File: src/rtl/round_seq_ctrl_if.sv
// Handshake and datapath-control bundle for round_seq_ctrl.
// The master side is the requester/consumer pair that also observes the enables.
// The slave side is the controller itself.
// The optional abort/aborted pair exists only when ROUND_SEQ_ABORT_EN is defined.
interface round_seq_ctrl_if #(
    parameter int ROUND_W = 4
);
    logic [ROUND_W-1:0] cfg_rounds;
    logic               in_valid;
    logic               in_ready;
    logic               ld_en;
    logic               rnd_en;
    logic               fin_en;
    logic [ROUND_W-1:0] rnd_idx;
    logic               out_valid;
    logic               out_ready;
    logic               busy;
`ifdef ROUND_SEQ_ABORT_EN
    logic               abort;
    logic               aborted;

    modport master (
        output cfg_rounds, in_valid, out_ready, abort,
        input  in_ready, ld_en, rnd_en, fin_en, rnd_idx, out_valid, busy, aborted
    );

    modport slave (
        input  cfg_rounds, in_valid, out_ready, abort,
        output in_ready, ld_en, rnd_en, fin_en, rnd_idx, out_valid, busy, aborted
    );
`else
    modport master (
        output cfg_rounds, in_valid, out_ready,
        input  in_ready, ld_en, rnd_en, fin_en, rnd_idx, out_valid, busy
    );

    modport slave (
        input  cfg_rounds, in_valid, out_ready,
        output in_ready, ld_en, rnd_en, fin_en, rnd_idx, out_valid, busy
    );
`endif
endinterface

File: src/rtl/round_seq_ctrl.sv
// Control FSM that steps one block through the iterative cipher datapath:
// LOAD, R round steps, FINAL, then holds the result in DONE until it is taken.
// R is the per-block round count, clamped to MAX_ROUNDS when the block is accepted.
// All outputs are Moore, decoded from the registered state and the round index.
// Optional feature macro: ROUND_SEQ_ABORT_EN adds abort/aborted to the interface.
// abort cancels a block that is in LOAD, ROUND or FINAL.
module round_seq_ctrl #(
    parameter int ROUND_W    = 4,
    parameter int MAX_ROUNDS = 10
) (
    input  logic            clk,
    input  logic            rst,
    round_seq_ctrl_if.slave bus
);

    typedef enum logic [2:0] {
        IDLE,
        LOAD,
        ROUND,
        FINAL,
        DONE
    } state_e;

    localparam logic [ROUND_W-1:0] MAX_R = ROUND_W'(MAX_ROUNDS);
    localparam logic [ROUND_W-1:0] ONE_R = ROUND_W'(1);

    state_e             state_q, state_d;
    logic [ROUND_W-1:0] cnt_q, cnt_d;
    logic [ROUND_W-1:0] idx_q, idx_d;
    logic [ROUND_W-1:0] cfg_clamped;
`ifdef ROUND_SEQ_ABORT_EN
    logic               aborted_q, aborted_d;
`endif

    // Clamp the requested round count so the counter and index never exceed MAX_ROUNDS
    always_comb begin
        cfg_clamped = (bus.cfg_rounds > MAX_R) ? MAX_R : bus.cfg_rounds;
    end

    // State, down counter and round index registers with synchronous active-low reset
    always_ff @(posedge clk) begin
        if (!rst) begin
            state_q   <= IDLE;
            cnt_q     <= '0;
            idx_q     <= '0;
`ifdef ROUND_SEQ_ABORT_EN
            aborted_q <= 1'b0;
`endif
        end else begin
            state_q   <= state_d;
            cnt_q     <= cnt_d;
            idx_q     <= idx_d;
`ifdef ROUND_SEQ_ABORT_EN
            aborted_q <= aborted_d;
`endif
        end
    end

    // Next-state logic: the counter holds the rounds still to do, the index counts rounds done
    always_comb begin
        state_d = state_q;
        cnt_d   = cnt_q;
        idx_d   = idx_q;
`ifdef ROUND_SEQ_ABORT_EN
        aborted_d = 1'b0;
`endif
        case (state_q)
            IDLE: begin
                if (bus.in_valid) begin
                    state_d = LOAD;
                    cnt_d   = cfg_clamped;
                    idx_d   = '0;
                end
            end
            LOAD: begin
                state_d = (cnt_q == '0) ? FINAL : ROUND;
            end
            ROUND: begin
                if (cnt_q != '0) begin
                    cnt_d = cnt_q - ONE_R;
                    idx_d = idx_q + ONE_R;
                end
                if (cnt_q <= ONE_R) begin
                    state_d = FINAL;
                end
            end
            FINAL: begin
                state_d = DONE;
            end
            DONE: begin
                if (bus.out_ready) begin
                    state_d = IDLE;
                    cnt_d   = '0;
                    idx_d   = '0;
                end
            end
            default: begin
                state_d = IDLE;
                cnt_d   = '0;
                idx_d   = '0;
            end
        endcase
`ifdef ROUND_SEQ_ABORT_EN
        if (bus.abort && ((state_q == LOAD) || (state_q == ROUND) || (state_q == FINAL))) begin
            state_d   = IDLE;
            cnt_d     = '0;
            idx_d     = '0;
            aborted_d = 1'b1;
        end
`endif
    end

    // Moore output decode: exactly one datapath enable per active state, none in IDLE or DONE
    always_comb begin
        bus.in_ready  = 1'b0;
        bus.ld_en     = 1'b0;
        bus.rnd_en    = 1'b0;
        bus.fin_en    = 1'b0;
        bus.out_valid = 1'b0;
        bus.busy      = (state_q != IDLE);
        bus.rnd_idx   = idx_q;
`ifdef ROUND_SEQ_ABORT_EN
        bus.aborted   = aborted_q;
`endif
        case (state_q)
            IDLE:    bus.in_ready  = 1'b1;
            LOAD:    bus.ld_en     = 1'b1;
            ROUND:   bus.rnd_en    = 1'b1;
            FINAL:   bus.fin_en    = 1'b1;
            DONE:    bus.out_valid = 1'b1;
            default: bus.in_ready  = 1'b0;
        endcase
    end

endmodule

File: src/flat_wrapper.sv
// flat-port wrapper written by rule: the top's interface ports become plain ports
module round_seq_ctrl_flat 
#(
    parameter int ROUND_W    = 4,
    parameter int MAX_ROUNDS = 10
)
  (clk, rst, bus_cfg_rounds, bus_in_valid, bus_out_ready, bus_in_ready, bus_ld_en, bus_rnd_en, bus_fin_en, bus_rnd_idx, bus_out_valid, bus_busy);
  round_seq_ctrl_if #(.ROUND_W(ROUND_W)) bus_i ();
  input  logic clk;
  input  logic rst;
  input wire logic [$bits(bus_i.cfg_rounds)-1:0] bus_cfg_rounds;
  input wire logic [$bits(bus_i.in_valid)-1:0] bus_in_valid;
  input wire logic [$bits(bus_i.out_ready)-1:0] bus_out_ready;
  output wire logic [$bits(bus_i.in_ready)-1:0] bus_in_ready;
  output wire logic [$bits(bus_i.ld_en)-1:0] bus_ld_en;
  output wire logic [$bits(bus_i.rnd_en)-1:0] bus_rnd_en;
  output wire logic [$bits(bus_i.fin_en)-1:0] bus_fin_en;
  output wire logic [$bits(bus_i.rnd_idx)-1:0] bus_rnd_idx;
  output wire logic [$bits(bus_i.out_valid)-1:0] bus_out_valid;
  output wire logic [$bits(bus_i.busy)-1:0] bus_busy;
  assign bus_i.cfg_rounds = bus_cfg_rounds;
  assign bus_i.in_valid = bus_in_valid;
  assign bus_i.out_ready = bus_out_ready;
  assign bus_in_ready = bus_i.in_ready;
  assign bus_ld_en = bus_i.ld_en;
  assign bus_rnd_en = bus_i.rnd_en;
  assign bus_fin_en = bus_i.fin_en;
  assign bus_rnd_idx = bus_i.rnd_idx;
  assign bus_out_valid = bus_i.out_valid;
  assign bus_busy = bus_i.busy;
  round_seq_ctrl #(.ROUND_W(ROUND_W), .MAX_ROUNDS(MAX_ROUNDS)) u_core (.clk(clk), .rst(rst), .bus(bus_i));
endmodule
File: config.mk
export PLATFORM = sky130hd
export DESIGN_NAME = round_seq_ctrl_flat
export DESIGN_NICKNAME = d
export VERILOG_FILES = /design/src/rtl/round_seq_ctrl_if.sv /design/src/rtl/round_seq_ctrl.sv /design/src/flat_wrapper.sv
export SDC_FILE = /design/constraint.sdc
export NUM_CORES = 1
export LEC_CHECK = 0
export ABC_CLOCK_PERIOD_IN_PS = 2500
export CORE_AREA = 2 2 39 41
export CTS_BUF_LIST = sky130_fd_sc_hd__clkbuf_4 sky130_fd_sc_hd__clkbuf_8
export DETAILED_ROUTE_END_ITERATION = 7
export DIE_AREA = 0 0 41 43
export DONT_BUFFER_PORTS = 1
export GPL_TIMING_DRIVEN = 0
export HOLD_SLACK_MARGIN = 0.1
export PLACE_DENSITY = 0.67
export SYNTH_ARGS = -nofsm -noshare
export SYNTH_HDL_FRONTEND = slang
export SYNTH_SLANG_ARGS = --single-unit
File: constraint.sdc
create_clock -name clk -period 2.5 [get_ports clk]
set_clock_uncertainty 0.2 [all_clocks]
set_input_delay 0.25 -clock clk [delete_from_list [all_inputs] [get_ports clk]]
set_output_delay 0.25 -clock clk [all_outputs]
set_load 0.05 [all_outputs]
==> summary.txt <==
Status
  – Outcome: completed

STA
  – Fmax: 0.4340 GHz
  – Slew headroom: 0.3875
  – Actual transition at the worst max-transition pin: 916.9 ps
  – Sum Neg Setup Slack: 0 ps
  – Hold slack: 134.1 ps
  – Period utilisation layout: 0.9217
  – Pins Over Slew Limit: 0
  – Endpoints failing setup: 0
  – Final Hold Viols: 0
  – RSZ-0062 raised after global routing: false
  – Final min period: 2304 ps

Clock tree
  – Setup Fix Bufs, Post-CTS: 0
  – H-Tree Depth: 1
  – CTS Buffer Depth: 2
  – Clock Tree Root: clkbuf_4
  – CTS tree: yes
  – Worst-Skew Late Latency: 270 ps
  – Cts repair resizes: 0
  – CTS buffer count: 3
  – Clock slew at reported path FFs: 70 ps
  – Clk sink count: 11

Pwr
  – Sw frac: 0.5401
  – Max VDD drop: 0.0006471 V
  – Clock share of power: 0.120
  – Sw power: 616.9 uW
  – Combinational Power Share: 0.618
  – LEAKAGE: 0.0003199 uW
  – Power Dens Cells: 1463 nW/um^2
  – Register share of total power: 0.262
  – P_int: 525.3 uW

Route
  – DRT iter0 DRCs: 8
  – DR vias: 615
  – # DRC: 0
  – Drt via density: 5.913
  – DRT Pass-1 Iters: 4
  – Routed len/inst: 15.67 um
  – Post-DRT Antenna Nets: 0
  – Drt total wl: 1630 um

Logic synthesis
  – Post-Synth XOR/XNOR Area: 0.02536
  – Top cell type's share of synthesized area: 0.3188
  – #FFs+latches synth: 11
  – Area contributors post-synth: dfxtp_1, ha_1, o21ai_0
  – Mapped Nets: 91
  – Post-synthesis mux area share: 0.01449
  – Distinct cells, synth: 40
  – Top cells by count, synth: dfxtp_1, nand2_1, o21ai_0
  – Mapped Cells: 80
  – Avg Inst Size Synth: 8.633 sq um
  – Async S/R FF share, synth: 0
  – Post-Synth Adder-Cell Area: 0.05435
  – Leading area contributor after synthesis: dfxtp_1
  – EDFF count, synth: 0
  – Seq/Total Area, Yosys: 0.3188
  – Largest family of logic cells by synthesized area: simple AND/OR/NAND/NOR gates
  – Top-count cell post-synth: dfxtp_1
  – Simple-Gate Fraction of Synth Area: 0.2808
  – Synth Flop Type: dfxtp_1
  – Area fraction in compound gates after synthesis: 0.2500
  – Ys Warns: 0
  – Cell area after synthesis: 690.7 sq um

Setup path
  – WP buf/inv: 1
  – Worst-case reg-to-reg path depth: 5
  – Worst setup SP type: register
  – Worst path arrival time: 2300 ps
  – Critical Path RT: 2490 ps
  – R2r setup slk: 200 ps
  – Crit path depth: 5
  – Worst setup path start: u_core.state_q[2]$_SDFFE_PN0P_
  – Critical-path cell list: or3_1 -> inv_1 -> a32oi_1 -> nand3b_1 -> o21ai_0
  – Top delay family on crit path: simple AND/OR/NAND/NOR gates
  – CP endpoint kind: register
  – Max incr delay on CP: 680 ps
  – Crit path capture: u_core.cnt_q[2]$_SDFFE_PN0P_
  – CP max FO: 7
  – Setup CP Type: reg2reg
  – RR Endpoint: u_core.cnt_q[2]$_SDFFE_PN0P_
  – Slowest cell on crit path: or3_1
  – Reg-to-reg startpoint: u_core.state_q[2]$_SDFFE_PN0P_

Global routing
  – Met1 usage: 0.2533
  – Global route hottest layer: met2
  – Largest net degree at the start of global routing: 11
  – First-pass GRT wire length: 2594 um
  – Global route total overflow: 0
  – GRT met3 Usage: 0.04712
  – Vias in the first global route: 590
  – Total GRT Usage: 0.2235
  – Met2 Use GR: 0.3531
  – Antenna violations before repair: 0

Placed design
  – Port bufs: 0
  – Placed inst area: 710.7 sq um
  – GPL Wtd Cong: 0.8003
  – Dpl hpwl: 1063 um

Cells and area
  – Final instance area: 780.7 sq um
  – Area Overhead vs Synth: 13.04%
  – Ant diodes: 0
  – Layout net count: 100
  – Share of layout cells above drive strength 1: 0.1364

Floorplanning
  – DIE AREA: 1763 sq um
  – Core area: 1384 sq um
  – Die Y: 43 um
  – Core Rows: 14
  – Initial core utilization: 0.4991
  – I/O pin count: 18
  – Die width: 41 um

Min path
  – Worst min path class: in2reg

Flow run
  – Max Cap Viol: 0
-- cell families after synthesis --
group | after synthesis
compound gates | 22
xor+xnor | 2
fa+ha+maj | 3
buf+inv | 7
flops | 11
mux | 1
simple gates | 34
-- cells in the final DEF (no fill, tap or decap), types with 2 or more instances in the layout --
master and n:
a21oi_1 2, a32oi_1 2, and2_1 3, and2b_1 2
clkbuf_4 4, dfxtp_1 11, dlygate4sd3_1 4, ha_1 3
inv_1 4, nand2_1 6, nand2b_1 2, nor2_1 5
nor2b_1 2, nor3_1 4, o211a_1 2, o21ai_0 6
-- power by group through the flow --
| stage | Combinational, uW | Sequential, uW | Clock, uW |
|---|---|---|---|
| floorplan | 603 | 286 | 0 |
| global placement | 681 | 300 | 0 |
| detailed placement | 686 | 300 | 0 |
| CTS | 705 | 299 | 140 |
| global route | 757 | 310 | 147 |
| finish | 706 | 299 | 137 |
-- worst min-delay path by stage --
| stage | from | endpoint | slack (ps) | depth (start not counted) |
|---|---|---|---|---|
| floorplan | rst | u_core.bus.rnd_idx[1]$_SDFFE_PN0P_ | 200 | 2 |
| CTS | bus_cfg_rounds[2] | u_core.cnt_q[2]$_SDFFE_PN0P_ | 120 | 3 |
| global route | bus_cfg_rounds[2] | u_core.cnt_q[2]$_SDFFE_PN0P_ | 140 | 3 |
| global placement | rst | u_core.bus.rnd_idx[1]$_SDFFE_PN0P_ | 210 | 2 |
| finish | bus_cfg_rounds[2] | u_core.cnt_q[2]$_SDFFE_PN0P_ | 130 | 3 |
| detailed placement | rst | u_core.bus.rnd_idx[1]$_SDFFE_PN0P_ | 210 | 2 |
-- state kept, by name, summed over array words and instances, names as in the netlist --
name / cells
u_core.cnt_q: 4
u_core.state_q: 3
u_core.bus.rnd_idx: 4
-- metal layers --
metal	part of all wire	routed length, um	vias to the layer above
met5	0	0	-
met4	0.029	48	0
li1	-	-	310
met3	0.028	46	6
met2	0.52	849	11
met1	0.42	686	288
-- per-stage QoR --
step	setup slack, ps	cells	total power, uW	util
after floorplan	430.4	80	889.3	-
after global placement	271.6	96	981.1	0.5136
after detailed placement	263.6	96	986.7	0.5136
after CTS	211.4	104	1144	0.5642
after global routing	134.1	104	1214	0.5642
final	195.7	104	1142	0.5642
-- worst min-delay path, cell delays in order --
cell and delay, ps:
a32oi_1 60, nand3b_1 160, o21ai_0 90
-- what timing repair did --
action | CTS | global route
setup endpoints to repair | 0 | 0
hold endpoints to repair | 7 | 0
hold buffers | 4 | 0
-- final cells by class --
cell class	instances	area [sq um]
fillers	139	603.1
multi-input cells	62	431.7
flip-flops and latches	11	220.2
repair buffers	4	40.04
clock buffers	4	30.03
inverters	5	23.77
well taps	16	20.02
plain buffers	2	15.01
Note: power is estimated with default switching activity, not from simulation.
